==> src/rtl/comp_sched_pkg.sv <==
// Shared types and helpers for the comp_sched round-robin datapath scheduler.
// The state encoding is fixed so it stays stable in waveforms and debug dumps.
package comp_sched_pkg;

   typedef enum logic [1:0] {
      S_IDLE  = 2'd0,
      S_ISSUE = 2'd1,
      S_WAIT  = 2'd2,
      S_RESP  = 2'd3
   } state_t;

   // Width of an index into n items, never narrower than one bit.
   function automatic int idx_width(input int n);
      return (n < 2) ? 1 : $clog2(n);
   endfunction

endpackage

==> src/rtl/comp_sched_rr_pick.sv <==
// Round-robin pick: the first set req_valid bit searching upward from
// last_grant+1, wrapping modulo N_REQ.
module comp_sched_rr_pick
   import comp_sched_pkg::*;
#(
   parameter int N_REQ = 4,
   parameter int IDX_W = idx_width(N_REQ)
) (
   input  logic [N_REQ-1:0] req_valid,
   input  logic [IDX_W-1:0] last_grant,
   output logic [N_REQ-1:0] grant_oh,
   output logic [IDX_W-1:0] grant_idx,
   output logic             any_valid
);

   always_comb begin
      int cand;
      // NOTE: every output gets a default before the loop, so no path through this block can infer a latch.
      cand      = 0;
      grant_oh  = '0;
      grant_idx = '0;
      any_valid = 1'b0;
      for (int i = 1; i <= N_REQ; i++) begin
         cand = (int'(last_grant) + i) % N_REQ;
         if (!any_valid && req_valid[IDX_W'(cand)]) begin
            any_valid               = 1'b1;
            grant_idx               = IDX_W'(cand);
            grant_oh[IDX_W'(cand)]  = 1'b1;
         end
      end
   end

endmodule

==> src/rtl/comp_sched.sv <==
// Shares one comp datapath among N_REQ requesters: round-robin acceptance,
// one-cycle launch, bounded wait for dv, and a one-hot routed response.
module comp_sched
   import comp_sched_pkg::*;
#(
   parameter int P_SIZE  = 8,
   parameter int N_REQ   = 4,
   parameter int TIMEOUT = 15
) (
   input  logic                      clk,
   input  logic                      rst,
   input  logic [N_REQ-1:0]          req_valid,
   input  logic [N_REQ*P_SIZE-1:0]   req_a,
   input  logic [N_REQ*P_SIZE-1:0]   req_b,
   output logic [N_REQ-1:0]          req_ready,
   output logic [N_REQ-1:0]          rsp_valid,
   output logic [2*P_SIZE-1:0]       rsp_data,
   output logic [2*P_SIZE-1:0]       rsp_data_2,
   output logic                      rsp_err,
   output logic [P_SIZE-1:0]         dp_a,
   output logic [P_SIZE-1:0]         dp_b,
   output logic                      dp_ena,
   input  logic [2*P_SIZE-1:0]       dp_o,
   input  logic [2*P_SIZE-1:0]       dp_o_2,
   input  logic                      dp_dv,
   output logic                      stray_dv
);

   localparam int                IDX_W     = idx_width(N_REQ);
   localparam int                CNT_W     = 8;
   localparam logic [CNT_W-1:0]  CNT_LAST  = CNT_W'(TIMEOUT - 1);
   localparam logic [IDX_W-1:0]  LAST_INIT = IDX_W'(N_REQ - 1);

   state_t               state, state_d;
   logic                 accepted, accepted_d;
   logic [IDX_W-1:0]     grant, grant_d;
   logic [IDX_W-1:0]     last_grant, last_grant_d;
   logic [CNT_W-1:0]     cnt, cnt_d;
   logic [N_REQ-1:0]     req_ready_d, rsp_valid_d;
   logic [2*P_SIZE-1:0]  rsp_data_d, rsp_data_2_d;
   logic                 rsp_err_d, dp_ena_d, stray_dv_d;
   logic [P_SIZE-1:0]    dp_a_d, dp_b_d;

   logic [N_REQ-1:0]     pick_oh;
   logic [IDX_W-1:0]     pick_idx;
   logic                 pick_any;
   logic                 timed_out;

   comp_sched_rr_pick #(.N_REQ(N_REQ), .IDX_W(IDX_W)) u_rr_pick (
      .req_valid (req_valid),
      .last_grant(last_grant),
      .grant_oh  (pick_oh),
      .grant_idx (pick_idx),
      .any_valid (pick_any)
   );

   assign timed_out = (cnt == CNT_LAST);

   always_ff @(posedge clk) begin
      // NOTE: state is updated with non-blocking assignments so every flop samples pre-edge values.
      if (rst) begin
         state      <= S_IDLE;
         accepted   <= 1'b0;
         grant      <= '0;
         last_grant <= LAST_INIT;
         cnt        <= '0;
         req_ready  <= '0;
         rsp_valid  <= '0;
         rsp_data   <= '0;
         rsp_data_2 <= '0;
         rsp_err    <= 1'b0;
         dp_a       <= '0;
         dp_b       <= '0;
         dp_ena     <= 1'b0;
         stray_dv   <= 1'b0;
      end else begin
         state      <= state_d;
         accepted   <= accepted_d;
         grant      <= grant_d;
         last_grant <= last_grant_d;
         cnt        <= cnt_d;
         req_ready  <= req_ready_d;
         rsp_valid  <= rsp_valid_d;
         rsp_data   <= rsp_data_d;
         rsp_data_2 <= rsp_data_2_d;
         rsp_err    <= rsp_err_d;
         dp_a       <= dp_a_d;
         dp_b       <= dp_b_d;
         dp_ena     <= dp_ena_d;
         stray_dv   <= stray_dv_d;
      end
   end

   // IDLE spans the pick cycle and the following req_ready cycle, so dp_ena
   // lands one cycle after the acceptance pulse.
   always_comb begin
      state_d = state;
      case (state)
         S_IDLE:  if (accepted) state_d = S_ISSUE;
         S_ISSUE: state_d = dp_dv ? S_RESP : S_WAIT;
         S_WAIT:  if (dp_dv || timed_out) state_d = S_RESP;
         S_RESP:  state_d = S_IDLE;
         default: state_d = S_IDLE;
      endcase
   end

   always_comb begin
      accepted_d   = 1'b0;
      grant_d      = grant;
      last_grant_d = last_grant;
      cnt_d        = cnt;
      req_ready_d  = '0;
      rsp_valid_d  = '0;
      rsp_data_d   = rsp_data;
      rsp_data_2_d = rsp_data_2;
      rsp_err_d    = rsp_err;
      dp_a_d       = dp_a;
      dp_b_d       = dp_b;
      dp_ena_d     = 1'b0;
      stray_dv_d   = stray_dv;
      case (state)
         S_IDLE: begin
            if (dp_dv) stray_dv_d = 1'b1;
            if (accepted) begin
               dp_ena_d = 1'b1;
            end else if (pick_any) begin
               accepted_d  = 1'b1;
               grant_d     = pick_idx;
               req_ready_d = pick_oh;
               dp_a_d      = req_a[pick_idx*P_SIZE +: P_SIZE];
               dp_b_d      = req_b[pick_idx*P_SIZE +: P_SIZE];
            end
         end
         S_ISSUE: begin
            cnt_d = '0;
            if (dp_dv) begin
               rsp_valid_d[grant] = 1'b1;
               rsp_data_d         = dp_o;
               rsp_data_2_d       = dp_o_2;
               rsp_err_d          = 1'b0;
            end
         end
         S_WAIT: begin
            cnt_d = cnt + 1'b1;
            if (dp_dv) begin
               rsp_valid_d[grant] = 1'b1;
               rsp_data_d         = dp_o;
               rsp_data_2_d       = dp_o_2;
               rsp_err_d          = 1'b0;
            end else if (timed_out) begin
               rsp_valid_d[grant] = 1'b1;
               rsp_data_d         = '0;
               rsp_data_2_d       = '0;
               rsp_err_d          = 1'b1;
            end
         end
         S_RESP: begin
            if (dp_dv) stray_dv_d = 1'b1;
            last_grant_d = grant;
         end
         default: ;
      endcase
   end

endmodule

==> config.mk <==
export PLATFORM = sky130hd
export DESIGN_NAME = comp_sched
export DESIGN_NICKNAME = d
export VERILOG_FILES = /design/src/rtl/comp_sched_pkg.sv /design/src/rtl/comp_sched_rr_pick.sv /design/src/rtl/comp_sched.sv
export SDC_FILE = /design/constraint.sdc
export NUM_CORES = 1
export LEC_CHECK = 0
export BUFFER_PORTS_ARGS = -buffer_cell sky130_fd_sc_hd__buf_2
export CAP_MARGIN = 0
export CORE_MARGIN = 10
export CORE_UTILIZATION = 48
export CTS_CLUSTER_DIAMETER = 100
export DETAILED_ROUTE_END_ITERATION = 6
export GPL_TIMING_DRIVEN = 0
export HOLD_SLACK_MARGIN = 0.1
export PLACE_DENSITY = 0.91
export SLEW_MARGIN = 20
export SYNTH_ARGS = -nofsm -noshare
export SYNTH_HDL_FRONTEND = slang
export SYNTH_SLANG_ARGS = --single-unit
==> constraint.sdc <==
create_clock -name clk -period 9.8 [get_ports clk]
set_clock_uncertainty 0.15 [all_clocks]
set_input_delay 0.49 -clock clk [delete_from_list [all_inputs] [get_ports clk]]
set_output_delay 0.49 -clock clk [all_outputs]
set_load 0.03 [all_outputs]
# [Yosys cells after proc, flatten, opt, wreduce, memory -nomap -nowiden]
# Index checks and enable logic that the tools add are counted.
[totals] word_cells=123 regBits=74 inputBits=103 output_inout_bits=59
[op_classes] reduce_logical=22 n_shift=2 eq_ne=8 n_addsub=5 magnitude_cmp=10 bitwise_logic=6 mux=56
[ops] operator="two-way mux 16 bit" n=5
[ops] operator="case mux 16 bit (2 select lines)" n=2
[ops] operator="variable part select 32 x 6 -> 8 bit" n=2
[ops] operator="two-way mux 4 bit" n=7
[ops] operator="two-way mux 1 bit" n=23
[ops] operator="< comparator 2 x 4 -> 1 bit, second input constant" n=4
[ops] operator="case mux 8 bit (2 select lines)" n=1
[ops] operator="two-way mux 2 bit" n=6
[ops] operator="OR 4 bit" n=3
[ops] operator="demux 1 bit (select 2 bit)" n=5
[ops] operator="greater-or-equal comparator 2 x 1 -> 1 bit, second input constant" n=5
[ops] operator="adder 8 x 1 -> 8 bit, second input constant" n=1
[ops] operator="binary-select mux 1 bit (select 2 bit)" n=4
[ops] operator="equality test 8 x 4 -> 1 bit, second input constant" n=1
[ops] operator="logical AND 1 bit" n=8
[ops] operator="case mux 2 bit (4 select lines)" n=1
[ops] operator="case mux 4 bit (2 select lines)" n=1
[ops] operator="!= test 2 bit, second input constant" n=3
[ops] operator="AND reduction 3 bit" n=2
[ops] operator="adder 2 x 1 -> 2 bit, second input constant" n=2
[ops] operator="adder 2 bit, second input constant" n=2
[ops] operator="equality test 2 bit, second input constant" n=2
[ops] operator="AND reduction 2 bit" n=2
[ops] operator="OR reduction 2 bit" n=2
[ops] operator="11 further kinds" n=15

# [Longest topological paths before layout]
# Gate-level depths: netlist (run 1).
[logic_depth] word_depth=16 mapped_depth=12 ltp_nobuf=8

# [Modules after synthesis]
# From an unflattened synthesis (run 1), not the netlist that was laid out.
[hier_totals] cells_unflattened=441 hier_area_um2=4216.5
[modules_own_cells] mod="comp_sched" cells_each=368 seq_area_each_um2=1481.4 n_inst=1 area_each_um2=3622.2
[modules_own_cells] mod="comp_sched_rr_pick" cells_each=73 seq_area_each_um2=0.0 n_inst=1 area_each_um2=594.3

# [Worst setup path before layout (run 1)]
# No wires, ideal clock.
[synth_timing] path_kind="reg2reg" startpoint="register last_grant[0]" endpoint="register dp_a[1]" n_path_buf=4 path_slack_ps=6424 stages_incl_launch_ff=13 arrival_ps=3105 required_ps=9528 synth_period_minus_slack_ps=3376 setup_time_ps=122 path_cell_list="dfxtp_1 buf_6 clkinv_1 clkbuf_1 ha_1 mux4_2 nor2b_4 buf_6 or4_1 buf_2 o22ai_1 a21oi_1 a221o_1"
[synth_between] elab_chain_cells=15 word_cells_on_any_way=32 cone_classes="add/sub: 4; shift: 1; mux: 20; reduce/logical: 7"
[synth_lines] item="start, declared" line="comp_sched.sv:37" text="logic [IDX_W-1:0] last_grant, last_grant_d;"
[synth_lines] item="start signal, assigned" line="comp_sched.sv:80" text="last_grant <= last_grant_d;"
[synth_lines] item="adder 2 x 1 -> 2 bit" line="comp_sched_rr_pick.sv:24" text="cand = (int'(last_grant) + i) % N_REQ;"
[synth_lines] item="binary-select mux 1 bit (select 2 bit)" line="comp_sched_rr_pick.sv:25" text="if (!any_valid && req_valid[IDX_W'(cand)]) begin"
[synth_lines] item="two-way mux 1 bit (implied by the code) (2 in series)" line="comp_sched_rr_pick.sv:25"
[synth_lines] item="two-way mux 1 bit" line="comp_sched_rr_pick.sv:25"
[synth_lines] item="logical NOT 1 bit" line="comp_sched_rr_pick.sv:25"
[synth_lines] item="logical AND 1 bit" line="comp_sched_rr_pick.sv:25"
[synth_lines] item="two-way mux 1 bit" line="comp_sched_rr_pick.sv:25"
[synth_lines] item="logical NOT 1 bit" line="comp_sched_rr_pick.sv:25"
[synth_lines] item="logical AND 1 bit" line="comp_sched_rr_pick.sv:25"
[synth_lines] item="two-way mux 1 bit" line="comp_sched_rr_pick.sv:25"
[synth_lines] item="logical NOT 1 bit" line="comp_sched_rr_pick.sv:25"
[synth_lines] item="logical AND 1 bit" line="comp_sched_rr_pick.sv:25"
[synth_lines] item="two-way mux 2 bit or two-way mux 1 bit (tied branches)" line="comp_sched_rr_pick.sv:25"
[synth_lines] item="variable part select 32 x 6 -> 8 bit or AND reduction 3 bit (tied branches)"
[synth_lines] item="end signal, assigned" line="comp_sched.sv:87" text="dp_a <= dp_a_d;"
[synth_lines] item="end, declared" line="comp_sched.sv:20" text="output logic [P_SIZE-1:0] dp_a,"
# Several ways; a longest one is shown, not always the timed one. The select of a mux whose other input is x is not followed.
# A chain may end at the register's enable or synchronous reset.

# [Worst setup path in the final report (run 1)]
[layout_timing] startpoint="register last_grant[0]" endpoint="register dp_a[4]"
# Same word-level chain as after synthesis.

==> summary.md, run 1 <==
| Metric | Value |
|---|---|
| Die area | `12200 um2` |
| Commonest non-fill, non-tap cells in the layout | `buf_2, dfxtp_1, nor2_1` |
| Clock buffer count from CTS | `9` |
| Drt pass-1 iters | `5` |
| Largest net degree at the start of global routing | `16` |
| DR iter-0 viols | `228` |
| Cells after synthesis | `441` |
| Crit Path Max Fanout | `13` |
| DRT Wirelength | `12.4 mm` |
| RSZ-0062 raised after global routing | `no` |
| Share of cells above drive strength 1 | `32.5%` |
| Detail Placement HPWL | `9.95 mm` |
| Leakage dissipation | `0.00231 uW` |
| Status | `finished clean` |
| TritonCTS clock tree | `yes` |
| Worst VDD drop | `163 uV` |
| Netlist cell types | `49` |
| CP Buf/Inv Count | `3` |
| Diode count | `0` |
| TNS Setup | `0 ns` |
| Max_cap viols | `0` |
| Critical Path Sink Type | `flop` |
| All-Layer GR Usage | `19.3%` |
| Clk sinks | `74` |
| Routability cong. | `0.914` |
| Synth Flop Type | `dfxtp_1` |
| Post_cts resized | `0` |
| Total grt overflow | `0` |
| Crit path required time | `9.88 ns` |
| Horiz. Die Dim | `111 um` |
| Most common cell after layout, fill and taps aside | `buf_2` |
| First-pass GRT wire length | `20.0 mm` |
| Post-Synthesis Cell Area | `3930 um2` |
| Vias/cell | `5.77` |
| Pwr/cell area | `258 nW/um2` |
| Slowest CP cell | `a311oi_1` |
| Initial Utilization | `50.1%` |
| Share of flip-flops with an asynchronous set or reset | `0%` |
| Final period util | `40.9%` |
| Post-synth EDFFs | `0` |
| Crit path launch type | `flop` |
| Post-Syn Nets | `559` |
| Hold_buf cts | `0` |
| Vias | `4143` |
| Final hold vios | `0` |
| Initial antenna violation count | `0` |
| Synth Warn # | `0` |
| DRC Markers | `0` |
| Worst Path Arrival | `4.09 ns` |
| DIE HEIGHT | `111 um` |
| Register clock-pin slew on the reported worst setup and hold paths | `0.09 ns` |
| P&R area growth vs syn | `28.8%` |
| Critical path type | `flop to flop` |
| Clock buffer depth | `2` |
| Drt wl/cell | `17.3 um` |
| Port bufs | `159` |
| Sequential share of the synthesized area | `37.7%` |
| Crit path cell chain | `buf_6 -> clkinv_1 -> clkbuf_1 -> ha_1 -> mux4_2 -> a21o_1 -> a311oi_1 -> nor2_1 -> a221o_1` |
| Worst min path class | `primary input to flop` |
| Core area | `7850 um2` |
| Fin nets | `729` |
| Synthesized area per cell | `8.91 um2` |
| Largest delay contributor family on the critical path | `compound AO/OA/AOI/OAI gates` |
| Setup Viol. Count Final | `0` |
| Slew margin rel. | `48.8%` |
| # Post-CTS Setup Buffers | `0` |
| Maximum clock rate | `0.250 GHz` |
| Rows | `32` |
| Htree depth | `3` |
| Worst Tran Pin Value | `0.763 ns` |
| Skew-Pair Late Insertion Delay | `0.34 ns` |
| Worst path max stage delay | `0.67 ns` |
| Tmin final | `4.01 ns` |
| Vias in the first global route | `4154` |
| Tot Pwr | `1310 uW` |
| Final-report max-slew violation count | `0` |
| IO Count | `162` |
| Remaining antenna violation count after routing | `0` |
| Root buf cell | `clkbuf_8` |
| Flops & latches, synth | `74` |
[registers in the layout, summed over array words and instances, names as in the netlist, 2 cells and up]
register and flops:
last_grant 2, cnt 8, req_ready 4, grant 2
rsp_data 16, rsp_data_2 16, dp_a 8, state 2
dp_b 8, rsp_valid 4
[path summary, 6_finish.rpt]
check,start,to,slack [ns],cells past startpoint
hold / removal,dp_o_2[4],rsp_data_2[4],0.23,3
hold reg to reg,grant[0],rsp_valid[2],0.32,1
setup / recovery,last_grant[0],dp_a[4],5.79,9
setup reg to reg,last_grant[0],dp_a[4],5.79,9
[worst min-delay path: cells and delay by family]
| kind | cells | cell delay [ns] |
|---|---|---|
| buffers and inverters | 1 | 0.08 |
| AO/OA/AOI/OAI | 1 | 0.05 |
| AND/OR/NAND/NOR | 1 | 0.07 |
[cell usage after synthesis (3+ instances only)]
cell type | n | area [um2]
dfxtp_1 | 74 | 1480
nor2_1 | 64 | 240
a22oi_1 | 34 | 255
mux2i_1 | 29 | 290
a21oi_1 | 25 | 125
clkbuf_1 | 24 | 90.1
o21ai_0 | 18 | 90.1
nand2_1 | 17 | 63.8
ha_1 | 15 | 188
nor3_1 | 11 | 55.1
a221o_1 | 10 | 100
inv_1 | 10 | 37.5
o22ai_1 | 10 | 62.6
mux2_2 | 8 | 90.1
a211o_1 | 6 | 52.6
a31oi_1 | 6 | 37.5
nand2b_1 | 6 | 37.5
o41ai_1 | 6 | 52.6
nand4_1 | 5 | 31.3
or3_1 | 5 | 31.3
a211oi_1 | 4 | 30.0
buf_2 | 4 | 20.0
mux4_2 | 4 | 90.1
nand3_1 | 4 | 20.0
o211ai_1 | 4 | 30.0
xor2_1 | 4 | 35.0
a311oi_1 | 3 | 26.3
nor2b_1 | 3 | 18.8
[cell families after synthesis]
kind of cell               Yosys count  synth area share (%)
AOI/OAI and AO/OA                  137                  24.9
and+or+nand+nor                    126                  14.9
DFF                                 74                  37.7
buffers and inverters               44                  4.90
muxes                               41                  12.0
adders and majority gates           15                  4.77
xor gates and xnor gates             4                 0.891
[final cells by class]
class                           instances  area (um2)
Buffer                                 33         151
Clock buffer                            9         124
Clock inverter                          7        83.8
Fill cell                             686        2790
Inverter                               11        41.3
Multi-Input combinational cell        323        2260
Sequential cell                        74        1480
Tap cell                              102         128
Timing Repair Buffer                  159         796
[through the flow]
step	util (%)	std cells	area (um2)	hold WS, ns	setup WS, ns
5_1_grt	64.5	718	5060	0.227	5.47
3_3_place_gp	61.9	702	4850	0.293	5.89
2_1_floorplan	-	441	3930	0.271	6.42
4_1_cts	64.5	718	5060	0.215	5.84
6_report	64.5	718	5060	0.226	5.79
3_5_place_dp	61.9	702	4850	0.305	5.85
[per-layer routing]
| layer | vias up | routed length (um) | track usage (%) |
|---|---|---|---|
| li1 | 1987 | - | - |
| met1 | 1949 | 4990 | 21.9 |
| met2 | 193 | 6260 | 33.5 |
| met3 | 14 | 937 | 5.73 |
| met4 | 0 | 202 | 6.74 |
| met5 | - | 0 | 0 |
[report_power, final]
group / switching, uW / internal, uW / leakage [uW]
registers: 42.7 / 374 / 0.000604
clock network: 123 / 122 / 0.000102
logic: 424 / 221 / 0.00160
Note: power is estimated with default switching activity, not from simulation.
==> inputs of run 2 (changes only) <==
--- a/config.mk
+++ b/config.mk
@@ -8,12 +8,12 @@
 export BUFFER_PORTS_ARGS = -buffer_cell sky130_fd_sc_hd__buf_2
 export CAP_MARGIN = 0
 export CORE_MARGIN = 10
-export CORE_UTILIZATION = 48
+export CORE_UTILIZATION = 44
 export CTS_CLUSTER_DIAMETER = 100
 export DETAILED_ROUTE_END_ITERATION = 6
 export GPL_TIMING_DRIVEN = 0
 export HOLD_SLACK_MARGIN = 0.1
-export PLACE_DENSITY = 0.91
+export PLACE_DENSITY = 0.88
 export SLEW_MARGIN = 20
 export SYNTH_ARGS = -nofsm -noshare
 export SYNTH_HDL_FRONTEND = slang
==> constraint.sdc (replaced) <==
create_clock -name clk -period 3.6 [get_ports clk]
set_clock_uncertainty 0.15 [all_clocks]
set_input_delay 0.18 -clock clk [delete_from_list [all_inputs] [get_ports clk]]
set_output_delay 0.18 -clock clk [all_outputs]
set_load 0.03 [all_outputs]
==> run 2 against run 1 <==
  * Final area increased by 9.1%
  * Worst setup slack got worse by 5.6 ns
  * Sequential share of layout area decreased by 2.4 points
  * Clock power rose to 2.8 times the previous value
  * Combinational power rose to 2.8 times the previous value
  * Flip-flop and latch count is the same
  * Register-to-register slack got worse by 5.6 ns
  * Cell count up 7.1%
  * Die area is 7.4% higher
  * Highest routed layer unchanged
==> summary.md, run 2 (same netlist as run 1, synthesis figures left out) <==
| Metric | Value |
|---|---|
| Status | `finished clean` |
| Clock buffer count from CTS | `9` |
| Leakage dissipation | `0.00249 uW` |
| Final period util | `95.6%` |
| Highest routed layer | `met4` |
| Worst path max stage delay | `0.46 ns` |
| Skew-Pair Late Insertion Delay | `0.36 ns` |
| Initial Utilization | `45.1%` |
| DRT Wirelength | `14.1 mm` |
| Root buf cell | `clkbuf_8` |
| Logic gate share of total power | `50.1%` |
| Vias/cell | `5.70` |
| Critical Path Sink Type | `flop` |
| Die area | `13100 um2` |
| Setup Viol. Count Final | `0` |
| Cell area after layout | `5520 um2` |
| Tmin final | `3.44 ns` |
| DRC Markers | `0` |
| Clk sinks | `74` |
| Maximum clock rate | `0.291 GHz` |
| Htree depth | `3` |
| Biggest regs | `rsp_data: 16 flops, rsp_data_2: 16 flops` |
| Crit path launch type | `flop` |
| Largest net degree at the start of global routing | `16` |
| Int Pwr | `2000 uW` |
| Critical path type | `flop to flop` |
| Register clock-pin slew on the reported worst setup and hold paths | `0.09 ns` |
| Horiz. Die Dim | `115 um` |
| Met3 routed WL | `1.24 mm` |
| Final core utilization | `63.3%` |
| Fin nets | `770` |
| Core area | `8720 um2` |
| Post-Place Worst Slack | `-0.444 ns` |
| Initial antenna violation count | `0` |
| DR iter-0 viols | `391` |
| Max_cap viols | `0` |
| Worst min path class | `primary input to flop` |
| RSZ-0062 raised after global routing | `no` |
| Pwr/cell area | `662 nW/um2` |
| Worst VDD drop | `391 uV` |
| CP Buf/Inv Count | `5` |
| Slew margin rel. | `52.3%` |
| DIE HEIGHT | `115 um` |
| Psw | `1660 uW` |
| Vias | `4381` |
| Crit path required time | `3.70 ns` |
| Rows | `34` |
| Most common cell after layout, fill and taps aside | `buf_2` |
| Clock buffer depth | `2` |
| All-Layer GR Usage | `20.6%` |
| Tot Pwr | `3660 uW` |
| R2R Setup Slk | `0.16 ns` |
| Crit Path Max Fanout | `13` |
| P&R area growth vs syn | `40.5%` |
| First-pass GRT wire length | `22.2 mm` |
| # fillers | `686` |
| Total grt overflow | `0` |
| Clk pwr share | `18.8%` |
| Share of cells above drive strength 1 | `32.0%` |
| Worst Path Arrival | `3.54 ns` |
| Crit path cell chain | `buf_6 -> clkinv_2 -> buf_4 -> ha_2 -> mux4_2 -> nor2b_4 -> buf_6 -> or4_1 -> buf_2 -> o22ai_2 -> a21oi_1 -> a221o_1` |
| Remaining antenna violation count after routing | `0` |
| M1 WL | `5.43 mm` |
| Min Hold Slack | `0.101 ns` |
| Vias in the first global route | `4561` |
| Drt pass-1 iters | `5` |
| Largest delay contributor family on the critical path | `buffers and inverters` |
| Final worst slack | `0.158 ns` |
| Sequential share of power | `31.1%` |
| Routability cong. | `0.922` |
| Detail Placement HPWL | `10.2 mm` |
| Final hold vios | `0` |
| Drt wl/cell | `18.3 um` |
| TritonCTS clock tree | `yes` |
| Commonest non-fill, non-tap cells in the layout | `buf_2, dfxtp_1, nor2_1` |
| Met2 wire length | `6.76 mm` |
| Placement Cell Area | `4860 um2` |
| IO Count | `162` |
| Most frequent cell on the critical path | `buf_6` |
| Switching Fraction | `45.4%` |
| Final-report max-slew violation count | `0` |
| Slowest CP cell | `or4_1` |
| Port bufs | `159` |
| Worst Tran Pin Value | `0.709 ns` |
## run 2: cell count changes in the layout (fill, tap and decap cells not counted), sizes merged
cell	delta
clkinvlp	+1
inv	+1
dlygate4sd3	+40
buf	+1
clkinv	-2
diode	+4
## run 2: layout make-up
class,count,area (um2),share of cell area [%]
multi-input cells,323,2280,41.2
flip-flops and latches,74,1480,26.9
repair buffers,201,1210,21.9
plain buffers,32,156,2.83
well taps,108,135,2.45
clock buffers,9,124,2.24
clock inverters,7,82.6,1.50
inverters,11,42.5,0.770
diodes,4,10.0,0.181
## run 2: through the flow
step / instances / setup TNS (ns)
3_5_place_dp: 708 / -7.08
6_report: 769 / 0
5_1_grt: 765 / 0
4_1_cts: 765 / 0
3_3_place_gp: 708 / -5.71
2_1_floorplan: 441 / 0
## run 2: path summary, 6_finish.rpt
kind,end,from,depth (start not counted)
min reg2reg,rsp_err,rsp_err,2
max,dp_a[4],last_grant[0],12
min,dp_a[2],req_a[2],4
max reg2reg,dp_a[4],last_grant[0],12
## run 2: power groups by stage
stage / Combinational [uW] / Sequential, uW / Clock, uW
finish: 1830 / 1140 / 688
global route: 1990 / 1160 / 721
CTS: 1800 / 1130 / 688
detailed placement: 1750 / 1140 / 0
global placement: 1700 / 1130 / 0
floorplan: 920 / 1460 / 0
## run 2: timing repair
| action | CTS | global route |
|---|---|---|
| hold endpoints to repair | 38 | 0 |
| endpoints found under the setup margin | 22 | 14 |
| pin swaps | 1 | 0 |
| setup buffers | 1 | 1 |
| gates resized for setup | 7 | 5 |
| hold buffers | 40 | 0 |
## run 2: routing by layer
metal  vias to the layer above  track usage (%)
met2                       218             34.2
met3                        54             6.92
met5                         -                0
met4                         0             13.0
met1                      2036             21.9
li1                       2073                -
## run 2: worst register-to-register path, delay by kind of cell (launching register included)
kind / cells / cell delay, ns
buf+inv: 5 / 0.84
simple gates: 2 / 0.62
mux: 1 / 0.39
compound gates: 3 / 0.54
flops: 1 / 0.39
fa+ha+maj: 1 / 0.39
==> inputs of run 3 (changes only) <==
--- a/config.mk
+++ b/config.mk
@@ -7,12 +7,12 @@
 export LEC_CHECK = 0
 export BUFFER_PORTS_ARGS = -buffer_cell sky130_fd_sc_hd__buf_2
 export CAP_MARGIN = 0
+export CORE_ASPECT_RATIO = 0.9
 export CORE_MARGIN = 10
 export CORE_UTILIZATION = 44
 export CTS_CLUSTER_DIAMETER = 100
 export DETAILED_ROUTE_END_ITERATION = 6
 export GPL_TIMING_DRIVEN = 0
-export HOLD_SLACK_MARGIN = 0.1
 export PLACE_DENSITY = 0.88
 export SLEW_MARGIN = 20
 export SYNTH_ARGS = -nofsm -noshare
==> run 3 against run 2 <==
  * Clock-buffer cell count did not move
  * Die area about the same
  * First-iteration DRC count increased by 15%
  * Register-to-register slack about the same
  * Via count hardly changed
  * Sequential power about the same
  * Global-route usage hardly changed
  * Cell count up 0.65%
  * Clock power down 8.3%
  * Worst setup slack got worse by 0.0012 ns
  * Final area is 0.97% lower
==> summary.md, run 3 (same netlist as run 1, synthesis figures left out) <==
| Metric | Value |
|---|---|
| Status | `finished clean` |
| Clk sinks | `74` |
| TNS Setup | `0 ns` |
| Vias/cell | `5.66` |
| Final period util | `95.6%` |
| Hold path depth | `4` |
| Pwr/cell area | `664 nW/um2` |
| Clock buffer count from CTS | `9` |
| Crit Path Max Fanout | `13` |
| Htree depth | `3` |
| Biggest regs | `rsp_data: 16 flops, rsp_data_2: 16 flops` |
| Detail Placement HPWL | `10.2 mm` |
| Tot Pwr | `3630 uW` |
| Register clock-pin slew on the reported worst setup and hold paths | `0.09 ns` |
| Drt pass-1 iters | `5` |
| Crit path required time | `3.69 ns` |
| Remaining antenna violation count after routing | `0` |
| Int Pwr | `1950 uW` |
| Final-report max-slew violation count | `0` |
| Initial antenna violation count | `0` |
| Worst VDD drop | `330 uV` |
| Most common cell after layout, fill and taps aside | `buf_2` |
| Leakage dissipation | `0.00247 uW` |
| Routability cong. | `0.872` |
| Most frequent cell on the critical path | `buf_6` |
| Largest net degree at the start of global routing | `17` |
| Commonest non-fill, non-tap cells in the layout | `buf_2, dfxtp_1, nor2_1` |
| Met2 GRT Util | `35.5%` |
| Skew-Pair Late Insertion Delay | `0.35 ns` |
| Drt wl/cell | `18.3 um` |
| Fin nets | `767` |
| Final hold vios | `0` |
| Worst path max stage delay | `0.46 ns` |
| Worst Path Arrival | `3.54 ns` |
| P&R area growth vs syn | `39.1%` |
| Crit path cell chain | `buf_6 -> clkinv_2 -> buf_4 -> ha_2 -> mux4_2 -> nor2b_4 -> buf_6 -> or4_1 -> buf_2 -> o22ai_1 -> a21oi_1 -> a221o_1` |
| Initial Utilization | `45.5%` |
| Logic gate share of total power | `51.3%` |
| Tmin final | `3.44 ns` |
| Vias in the first global route | `4461` |
| Max_cap viols | `0` |
| Worst min path class | `primary input to flop` |
| Min Hold Slack | `0.0998 ns` |
| Horiz. Die Dim | `120 um` |
| IO Count | `162` |
| Setup Viol. Count Final | `0` |
| Total grt overflow | `0` |
| DIE HEIGHT | `110 um` |
| Core area | `8650 um2` |
| Worst Tran Pin Value | `0.704 ns` |
| Maximum clock rate | `0.290 GHz` |
| DRT Wirelength | `14.1 mm` |
| TritonCTS clock tree | `yes` |
| Switching Fraction | `46.3%` |
| DRC Markers | `0` |
| Port bufs | `159` |
| Sequential share of power | `31.3%` |
| Met1 Use GR | `23.0%` |
| Psw | `1680 uW` |
| Die area | `13100 um2` |
| RSZ-0062 raised after global routing | `no` |
| Rows | `32` |
| Met3 Track Usage GR | `7.28%` |
| Crit path launch type | `flop` |
| Post-Place Worst Slack | `-0.496 ns` |
| Root buf cell | `clkbuf_8` |
| DR iter-0 viols | `451` |
| Clock buffer depth | `2` |
| Vias | `4379` |
| All-Layer GR Usage | `20.5%` |
| Grt peak-use layer | `met2` |
| Share of cells above drive strength 1 | `32.9%` |
| Critical path type | `flop to flop` |
| Slowest CP cell | `or4_1` |
| First-pass GRT wire length | `22.4 mm` |
| Reg2Reg Depth | `12` |
| Critical Path Sink Type | `flop` |
| Slew margin rel. | `52.5%` |
| Final worst slack | `0.157 ns` |
| Clk pwr share | `17.4%` |
-- run 3: cell type report --
class | count | area, um2
Multi-Input combinational cell | 323 | 2280
Clock buffer | 9 | 124
Inverter | 11 | 42.5
Tap cell | 119 | 149
Sequential cell | 74 | 1480
Clock inverter | 7 | 65.1
Fill cell | 725 | 3180
Antenna cell | 1 | 2.50
Buffer | 33 | 159
Timing Repair Buffer | 197 | 1160
-- run 3: what timing repair did --
action / 4_1_cts / 5_1_grt
setup endpoints to repair: 22 / 19
cloned: 0 / 0
resized for setup: 6 / 8
hold buffers: 33 / 0
pin swaps: 1 / 1
hold endpoints to repair: 33 / 0
setup buffers: 1 / 4
-- run 3: routing by layer --
| layer | share of wire, % | vias up |
|---|---|---|
| met5 | 0 | - |
| li1 | - | 2066 |
| met2 | 48 | 249 |
| met4 | 2.5 | 0 |
| met3 | 9.6 | 42 |
| met1 | 40 | 2022 |
-- run 3: through the flow --
step / cell area, um2 / cells / util [%]
5_1_grt: 5470 / 773 / 63.2
6_report: 5470 / 774 / 63.2
3_5_place_dp: 4880 / 719 / 56.4
2_1_floorplan: 3930 / 441 / -
4_1_cts: 5420 / 769 / 62.6
3_3_place_gp: 4880 / 719 / 56.4
-- run 3: final timing paths --
| check | from | endpoint | slack [ns] |
|---|---|---|---|
| setup / recovery | last_grant[0] | dp_b[4] | 0.16 |
| hold / removal | req_a[6] | dp_a[6] | 0.1 |
| setup reg to reg | last_grant[0] | dp_b[4] | 0.16 |
| hold reg to reg | rsp_err | rsp_err | 0.33 |
-- run 3: power groups by stage --
stage | Sequential, uW | Clock, uW | Combinational (uW)
floorplan | 1460 | 0 | 920
global placement | 1130 | 0 | 1700
detailed placement | 1140 | 0 | 1750
CTS | 1130 | 633 | 1800
global route | 1160 | 671 | 2020
finish | 1140 | 631 | 1860
-- run 3: critical path: cells and delay by family (launching register included) --
family | cells | cell delay (ns)
buf+inv | 5 | 0.86
simple gates | 2 | 0.62
compound gates | 3 | 0.56
flops | 1 | 0.41
fa+ha+maj | 1 | 0.39
mux | 1 | 0.37
